File: config.mk
export PLATFORM = sky130hd
export DESIGN_NAME = bit_permute_pipe
export DESIGN_NICKNAME = d
export VERILOG_FILES = /design/src/rtl/bit_permute_pipe.sv
export SDC_FILE = /design/constraint.sdc
export NUM_CORES = 1
export LEC_CHECK = 0
export CORE_MARGIN = 3
export CORE_UTILIZATION = 51
export CTS_BUF_LIST = sky130_fd_sc_hd__clkbuf_8
export DETAILED_ROUTE_END_ITERATION = 6
export PLACE_DENSITY = 0.79
export RECOVER_POWER = 100
export SLEW_MARGIN = 30
export SYNTH_ARGS = -nofsm -noshare
export SYNTH_HDL_FRONTEND = slang
export SYNTH_SLANG_ARGS = --single-unit
export TNS_END_PERCENT = 50
File: constraint.sdc
create_clock -name clk -period 2.4 [get_ports clk]
set_input_delay 0.6 -clock clk [delete_from_list [all_inputs] [get_ports clk]]
set_output_delay 0.6 -clock clk [all_outputs]
set_load 0.03 [all_outputs]
File: src/rtl/bit_permute_pipe.sv
// Two-stage valid/ready pipeline that reorders the bits of an operand:
// pass, full bit reverse, byte swap or per-byte bit reverse, with a tag carried alongside.
module bit_permute_pipe #(
    parameter int WIDTH = 32,
    parameter int TAG_W = 4
) (
    input  logic             clk,
    input  logic             rst,
    input  logic             in_valid,
    output logic             in_ready,
    input  logic [WIDTH-1:0] in_data,
    input  logic [1:0]       in_mode,
    input  logic [TAG_W-1:0] in_tag,
    output logic             out_valid,
    input  logic             out_ready,
    output logic [WIDTH-1:0] out_data,
    output logic [TAG_W-1:0] out_tag
);

    localparam int NB = WIDTH / 8;

    localparam logic [1:0] MODE_PASS  = 2'b00;
    localparam logic [1:0] MODE_REV   = 2'b01;
    localparam logic [1:0] MODE_BSWAP = 2'b10;
    localparam logic [1:0] MODE_BREV8 = 2'b11;

    logic             s1_valid_reg;
    logic [WIDTH-1:0] s1_data_reg;
    logic [1:0]       s1_mode_reg;
    logic [TAG_W-1:0] s1_tag_reg;

    logic             s2_valid_reg;
    logic [WIDTH-1:0] s2_data_reg;
    logic [TAG_W-1:0] s2_tag_reg;

    logic             s2_free;
    logic             s1_adv;
    logic             accept;

    logic [WIDTH-1:0] rev_data;
    logic [WIDTH-1:0] bswap_data;
    logic [WIDTH-1:0] brev8_data;
    logic [WIDTH-1:0] perm_next;

    // Handshake: S2 frees when empty or being popped; in_ready thus follows out_ready combinationally.
    assign s2_free  = !s2_valid_reg || out_ready;
    assign s1_adv   = s1_valid_reg && s2_free;
    assign in_ready = !s1_valid_reg || s1_adv;
    assign accept   = in_valid && in_ready;

    // Permutations are pure wiring from the S1 operand register.
    genvar gi;
    generate
        for (gi = 0; gi < WIDTH; gi++) begin : g_rev
            assign rev_data[gi] = s1_data_reg[WIDTH-1-gi];
        end

        for (gi = 0; gi < NB; gi++) begin : g_byte
            assign bswap_data[8*gi +: 8] = s1_data_reg[8*(NB-1-gi) +: 8];
            for (genvar gj = 0; gj < 8; gj++) begin : g_bit
                assign brev8_data[8*gi+gj] = s1_data_reg[8*gi+7-gj];
            end
        end
    endgenerate

    always_comb begin
        perm_next = s1_data_reg;
        case (s1_mode_reg)
            MODE_PASS:  perm_next = s1_data_reg;
            MODE_REV:   perm_next = rev_data;
            MODE_BSWAP: perm_next = bswap_data;
            MODE_BREV8: perm_next = brev8_data;
            default:    perm_next = s1_data_reg;
        endcase
    end

    always_ff @(posedge clk) begin
        if (rst) begin
            s1_valid_reg <= 1'b0;
            s1_data_reg  <= '0;
            s1_mode_reg  <= '0;
            s1_tag_reg   <= '0;
            s2_valid_reg <= 1'b0;
            s2_data_reg  <= '0;
            s2_tag_reg   <= '0;
        end else begin
            if (accept) begin
                s1_valid_reg <= 1'b1;
                s1_data_reg  <= in_data;
                s1_mode_reg  <= in_mode;
                s1_tag_reg   <= in_tag;
            end else if (s1_adv) begin
                s1_valid_reg <= 1'b0;
            end

            // S2 data/tag only change on a load, so they hold while stalled.
            if (s1_adv) begin
                s2_valid_reg <= 1'b1;
                s2_data_reg  <= perm_next;
                s2_tag_reg   <= s1_tag_reg;
            end else if (out_ready) begin
                s2_valid_reg <= 1'b0;
            end
        end
    end

    assign out_valid = s2_valid_reg;
    assign out_data  = s2_data_reg;
    assign out_tag   = s2_tag_reg;

endmodule

### After elaboration in Yosys (flattened, before gate mapping)

Index checks and enable logic that the tools add are counted.

* bits in registers: 76
* bits of input ports: 42
* output and inout port bits: 38
* word-level logic and storage cells: 24

* eq/ne operators: 3
* mux-type cells: 5
* reductions and logical operators: 9

Operators with widths (count)
* $pmux 32 s4: 1
* $eq 2x2->1 const B: 2
* $mux 1: 4
* $reduce_bool 2->1: 2
* $eq 2x1->1 const B: 1
* $logic_and 1x1->1: 2
* $logic_not 1->1: 2
* $logic_not 2->1: 1
* $logic_or 1x1->1: 2

### Depth between registers and ports, before layout

Gate-level depths: netlist of run 1.

* word-level depth: 6
* gate-level depth with buffers: 5
* mapped depth without buffers: 4

### Worst setup path after synthesis of run 1

OpenSTA, ideal clock, no wires.

* path type: input-to-output
* from: input port out_ready
* to: output port in_ready
* arrival time: 1123 ps
* data required time: 1800 ps
* setup slack: 677 ps
* cell stages on the path: 3
* buffers on the path: 1
* path through: and3b_1 > inv_1 > buf_2

* word-level cells in the longest chain between the ends: 3

RTL lines
* start: declaration: line 15 `input logic out_ready,`
* $logic_or 1x1->1: line 46 `assign s2_free = !s2_valid_reg || out_ready;`
* $logic_and 1x1->1: line 47 `assign s1_adv = s1_valid_reg && s2_free;`
* $logic_or 1x1->1: line 48 `assign in_ready = !s1_valid_reg || s1_adv;`
* end: declaration: line 10 `output logic in_ready,`

Every way passes these cells.

### Worst setup path after layout of run 1

Ends and elaborated chain as after synthesis.

==> results of run 1 <==
[kinds of logic (layout without fill, tap and decap cells)]
| family | Yosys count | in the layout | synth area share, % |
|---|---|---|---|
| muxes | 64 | 64 | 19.03 |
| and+or+nand+nor | 46 | 46 | 7.618 |
| DFF | 76 | 76 | 45.19 |
| buffers and inverters | 38 | 109 | 6.020 |
| AOI/OAI and AO/OA | 119 | 119 | 22.15 |
[worst paths after layout]
kind | from | end | slack (ps) | depth (start not counted)
max reg2reg | s1_valid_reg$_SDFFE_PP0P_ | s1_data_reg[8]$_SDFFE_PP0P_ | 680 | 5
min reg2reg | out_data[2]$_SDFFE_PP0P_ | out_data[2]$_SDFFE_PP0P_ | 470 | 1
min | out_data[2]$_SDFFE_PP0P_ | out_data[2]$_SDFFE_PP0P_ | 470 | 1
max | out_ready | in_ready | 200 | 4
[power by group through the flow]
stage	sequential, uW	clock, uW	combinational (uW)
floorplan	1410	0	219
global placement	1390	0	379
detailed placement	1400	0	387
CTS	1370	1210	388
global route	1380	1270	410
finish	1370	1200	376
[metal layers]
metal  part of all wire (%)  up-vias  global-route usage, %
li1                       -     1404                      -
met1                     48     1300                  31.36
met2                     45       79                  29.25
met3                    5.5       13                  3.879
met4                    1.4        0                  8.229
met5                      0        -                      0
[critical path: stages]
cell	delay (ps)
clkdlybuf4s50_1	490
and3b_1	200
inv_1	90
clkbuf_2	210
[cell usage in the layout, fill, tap and decap left out]
cell type        instances
clkbuf_2                 3
nand2b_1                 1
mux2i_1                 64
o21ai_1                 20
nand3_1                 42
dfxtp_1                 74
bufinv_16                3
inv_1                    2
buf_4                    7
and3b_1                  1
buf_2                    1
dfxtp_2                  2
o21ai_0                 22
nor3_4                   1
a21oi_1                 40
inv_2                    2
dlygate4sd3_1           37
and2b_1                  1
clkbuf_8                11
a22o_1                  32
buf_12                   2
clkdlybuf4s50_1         40
clkinv_2                 1
a21oi_2                  5
[cell type report]
class	count	share of cell area [%]
Inverter	3	0.2567
Clock inverter	5	2.253
Clock buffer	11	3.451
Multi-Input combinational cell	229	37.02
Tap cell	75	2.139
Sequential cell	76	34.74
Timing Repair Buffer	90	20.14
[stage by stage]
step	worst slack (ps)	util (%)	total power (uW)	hold WS (ps)
floorplan	676.5	-	1628	440.3
global placement	246.2	67.57	1773	462.7
detailed placement	246.2	67.57	1785	466.7
CTS	229.0	71.63	2968	486.1
global route	149.2	71.14	3055	484.4
finish	202.3	71.14	2943	473.1
==> metrics.cfg, run 1 <==
[timing]
rsz0062_at_grt=false
final.setup.tns_ps=0
tightest_slew_ps=732.6
fin_crit_sh_pct=91.57
setup_violations=0
timing_max_transition_violations_final=0
hold_viol_final=0
fin_crit_ps=2198
max_freq_mhz=455.0
slew_headroom_pct=51.16
fin_skew_ps=7.591

[min_path]
hold_class=register to register

[floorplan]
die_h_um=87.25
io-pin-count=80
num_rows=28
die_w_um=87.25
initial_core_util_pct=54.61
core_area_um2=6166
dieArea_um2=7613

[outcome]
status=complete, no violations

[synthesis]
ys_warn_count=0
synth.distinct_cells=19
syn_area_per_cell_um2=9.816
synth.most_common_cell=dfxtp_1
syn_inst=343
synth_seq_cells=76
syn_area_um2=3367
syn_nets=385
synth_common_cells=dfxtp_1 (76), mux2i_1 (64), nand3_1 (42)
synthFlopType=dfxtp_1
yosys.area.top_type_share_pct=45.19
synth_edf_count=0
ys_seq_area_share_pct=45.19
synth_top_area_cell=dfxtp_1
synth_top_cells_by_area=dfxtp_1 (45%), mux2i_1 (19%), a22o_1 (8.3%), nand3_1 (6.2%), a21oi_1 (5.5%)
synthArstFlopShare_pct=0

[pwr]
clkPwrFrac_pct=40.7
p_switching_uw=699.2
powerDensity_nw_per_um2=670.9
switching_share_pct=23.76
p_leak_uw=0.001700
vdd_ir_drop_max_v=0.0005579
pwr-share-comb_pct=12.8
p_seq_share_pct=46.5
internal-power_uw=2244

[placed_design]
dpl.cell_count=473
gp_congestion=0.8576
io_buffer_count=79
place_area_um2=4167
dp_hpwl_um=5451

[clocking]
cts_tree=done
numCtsBuffers=9
root_buffer=clkbuf_8
ctsHoldBuffers=0
post-cts-setup-buffers=0
cts.path.max_buffers=2
h-tree-depth=3
cts_resized=0
clk_pin_slew_ps=80
cts_sinks=76
clk_latency_ps=340

[global_routing]
grt-ovfl-total=0
grt_pass1_vias=2540
grt_max_degree=40
grt.total_usage_pct=20.87
grt_pass1_wl_um=12610
antenna_found_initial=0

[worst_setup_path]
crit_fanout=3
crit_type=input port to output port
cp.arrival_ps=1600
end_kind=output port
critPathRequiredTime_ps=1800
crit_path_start_kind=input port

[detailed_routing]
routed_wl_um=7824
vias_per_cell=5.718
route.detailed.drc=0
vias=2796
avgRoutedWirePerCell_um=16.00
first_pass_iters=4
drt_iter0_drc=131
ant_nets=0

[layout]
design_area_um2=4387
multi_input_area_um2=1624
final_nets=451
fill_cells=477
n_antenna_cell=0
regArea_um2=1524
drive_above_1_share_pct=9.179
fin_cells=489
syn2layout_area_growth_pct=30.29

[flow_run]
drv_cap=0

Power figures use the tool's default switching activity.
==> run 2: changes to the inputs <==
--- a/config.mk
+++ b/config.mk
@@ -5,9 +5,11 @@
 export SDC_FILE = /design/constraint.sdc
 export NUM_CORES = 1
 export LEC_CHECK = 0
+export ABC_CLOCK_PERIOD_IN_PS = 2400
 export CORE_MARGIN = 3
 export CORE_UTILIZATION = 51
 export CTS_BUF_LIST = sky130_fd_sc_hd__clkbuf_8
+export CTS_CLUSTER_SIZE = 24
 export DETAILED_ROUTE_END_ITERATION = 6
 export PLACE_DENSITY = 0.79
 export RECOVER_POWER = 100
==> results of run 2 <==
Final layout, timing and power as in run 1 (identical DEF).
==> run 3: changes to the inputs <==
--- a/config.mk
+++ b/config.mk
@@ -6,7 +6,6 @@
 export NUM_CORES = 1
 export LEC_CHECK = 0
 export ABC_CLOCK_PERIOD_IN_PS = 2400
-export CORE_MARGIN = 3
 export CORE_UTILIZATION = 51
 export CTS_BUF_LIST = sky130_fd_sc_hd__clkbuf_8
 export CTS_CLUSTER_SIZE = 24
==> metrics.cfg, run 3 (synthesized netlist as in run 1, its figures left out) <==
[floorplan]
num_rows=29  ; was 28
core_area_um2=6350  ; was 6166 um2
initial_core_util_pct=53.02  ; was 54.61%
io-pin-count=80  ; unchanged
die_h_um=83.25  ; was 87.25 um
die_w_um=83.25  ; was 87.25 um
dieArea_um2=6931  ; was 7613 um2

[clocking]
numCtsBuffers=9  ; unchanged
post-cts-setup-buffers=0  ; unchanged
clk_pin_slew_ps=70  ; was 80 ps
h-tree-depth=3  ; unchanged
cts.path.max_buffers=2  ; unchanged
cts_resized=0  ; unchanged
cts_sinks=76  ; unchanged
root_buffer=clkbuf_8  ; unchanged
clk_latency_ps=350  ; was 340 ps
ctsHoldBuffers=0  ; unchanged
cts_tree=done  ; unchanged

[layout]
post-route-util_pct=69.22  ; was 71.14%
final_common_cell=dfxtp_1  ; unchanged
n_antenna_cell=0  ; unchanged
layout_common_cells=dfxtp_1 (74), mux2i_1 (64), nand3_1 (42)  ; unchanged
design_area_um2=4395  ; was 4387 um2
fill_cells=507  ; was 477
regArea_um2=1524  ; unchanged
syn2layout_area_growth_pct=30.55  ; was 30.29%
final_nets=450  ; was 451
drive_above_1_share_pct=9.466  ; was 9.179%
multi_input_area_um2=1639  ; was 1624 um2

[detailed_routing]
first_pass_iters=5  ; was 4
vias=2791  ; was 2796
vias_per_cell=5.708  ; was 5.718
ant_nets=0  ; unchanged
avgRoutedWirePerCell_um=15.53  ; was 16.00 um
route.detailed.drc=0  ; unchanged
drt_iter0_drc=151  ; was 131
routed_wl_um=7594  ; was 7824 um

[worst_setup_path]
crit_path_start_kind=input port  ; unchanged
reg2reg_from=s1_valid_reg$_SDFFE_PP0P_  ; unchanged
startpoint=out_ready  ; unchanged
cp_num_buf_inv=3  ; unchanged
cp.arrival_ps=1610  ; was 1600 ps
critPathRequiredTime_ps=1800  ; about the same
crit_type=input port to output port  ; unchanged
path_delay_family=buffers and inverters  ; unchanged
cpMaxStageDelayCell=clkdlybuf4s50_1  ; unchanged
path_cells=clkdlybuf4s50_1 -> and3b_1 -> inv_1 -> clkbuf_2  ; unchanged
end_kind=output port  ; unchanged
slowest_delay_ps=490  ; about the same
crit_fanout=3  ; unchanged

[global_routing]
grt_pass1_wl_um=13030  ; was 12610 um
grt.total_usage_pct=23.05  ; was 20.87%
grt_pass1_vias=2683  ; was 2540
grt-ovfl-total=0  ; unchanged
antenna_found_initial=0  ; unchanged
grt_max_degree=40  ; unchanged

[timing]
rsz0062_at_grt=false  ; unchanged
final.setup.tns_ps=0  ; unchanged
fin_crit_ps=2209  ; was 2198 ps
fin_ws_ps=190.6  ; was 202.3 ps
setup_violations=0  ; unchanged
slew_headroom_pct=10.70  ; was 51.16%
max_freq_mhz=452.6  ; was 455.0 MHz
fin_crit_sh_pct=92.06  ; was 91.57%
fin_skew_ps=9.540  ; was 7.591 ps
hold_viol_final=0  ; unchanged
timing_max_transition_violations_final=0  ; unchanged
tightest_slew_ps=1339  ; was 732.6 ps

[placed_design]
io_buffer_count=79  ; unchanged
dp_hpwl_um=5198  ; was 5451 um
gp_congestion=0.7790  ; was 0.8576
pre_cts_slack_ps=235.8  ; was 246.2 ps
place_area_um2=4161  ; was 4167 um2

[min_path]
hold_class=register to register  ; unchanged
hp-start=out_data[9]$_SDFFE_PP0P_  ; was out_data[2]$_SDFFE_PP0P_

[pwr]
powerDensity_nw_per_um2=679.2  ; was 670.9 nW/um2
p_leak_uw=0.001691  ; was 0.001700 uW
vdd_ir_drop_max_v=0.0004045  ; was 0.0005579 V

[flow_run]
drv_cap=0  ; unchanged

[outcome]
status=complete, no violations  ; unchanged

run 3: through the flow:
stage / hold WS (ps) / power (uW) / instances
2_1_floorplan: 440.3 / 1628 / 343
3_3_place_gp: 461.1 / 1770 / 474
3_5_place_dp: 467.4 / 1782 / 474
4_1_cts: 484.6 / 3002 / 489
5_1_grt: 494.2 / 3075 / 489
6_report: 474.1 / 2985 / 489
run 3: per-layer routing:
metal / vias up / wire [um] / global-route usage, %
li1: 1398 / - / -
met1: 1310 / 3726 / 33.56
met2: 74 / 3388 / 34.58
met3: 9 / 388 / 4.076
met4: 0 / 90 / 7.367
met5: - / 0 / 0
run 3: where the power goes:
part	internal (uW)	switching (uW)
combinational	183	196
clock	785	458
sequential	1320	46.7
total	2280	701
run 3: path summary, 6_finish.rpt:
kind                                               endpoint  slack (ps)  depth (start not counted)
worst max-delay path                               in_ready         190                          4
worst min-delay path               out_data[9]$_SDFFE_PP0P_         470                          1
worst max register to register  s1_data_reg[6]$_SDFFE_PP0P_         720                          4
worst min register to register     out_data[9]$_SDFFE_PP0P_         470                          1
run 3: cell type report:
class | instances | share of cell area (%)
multi-input combinational | 229 | 37.29
sequential | 76 | 34.67
timing repair buffer | 89 | 19.84
clock inverter | 6 | 2.932
clock buffer | 9 | 2.818
tap | 77 | 2.192
inverter | 3 | 0.2562
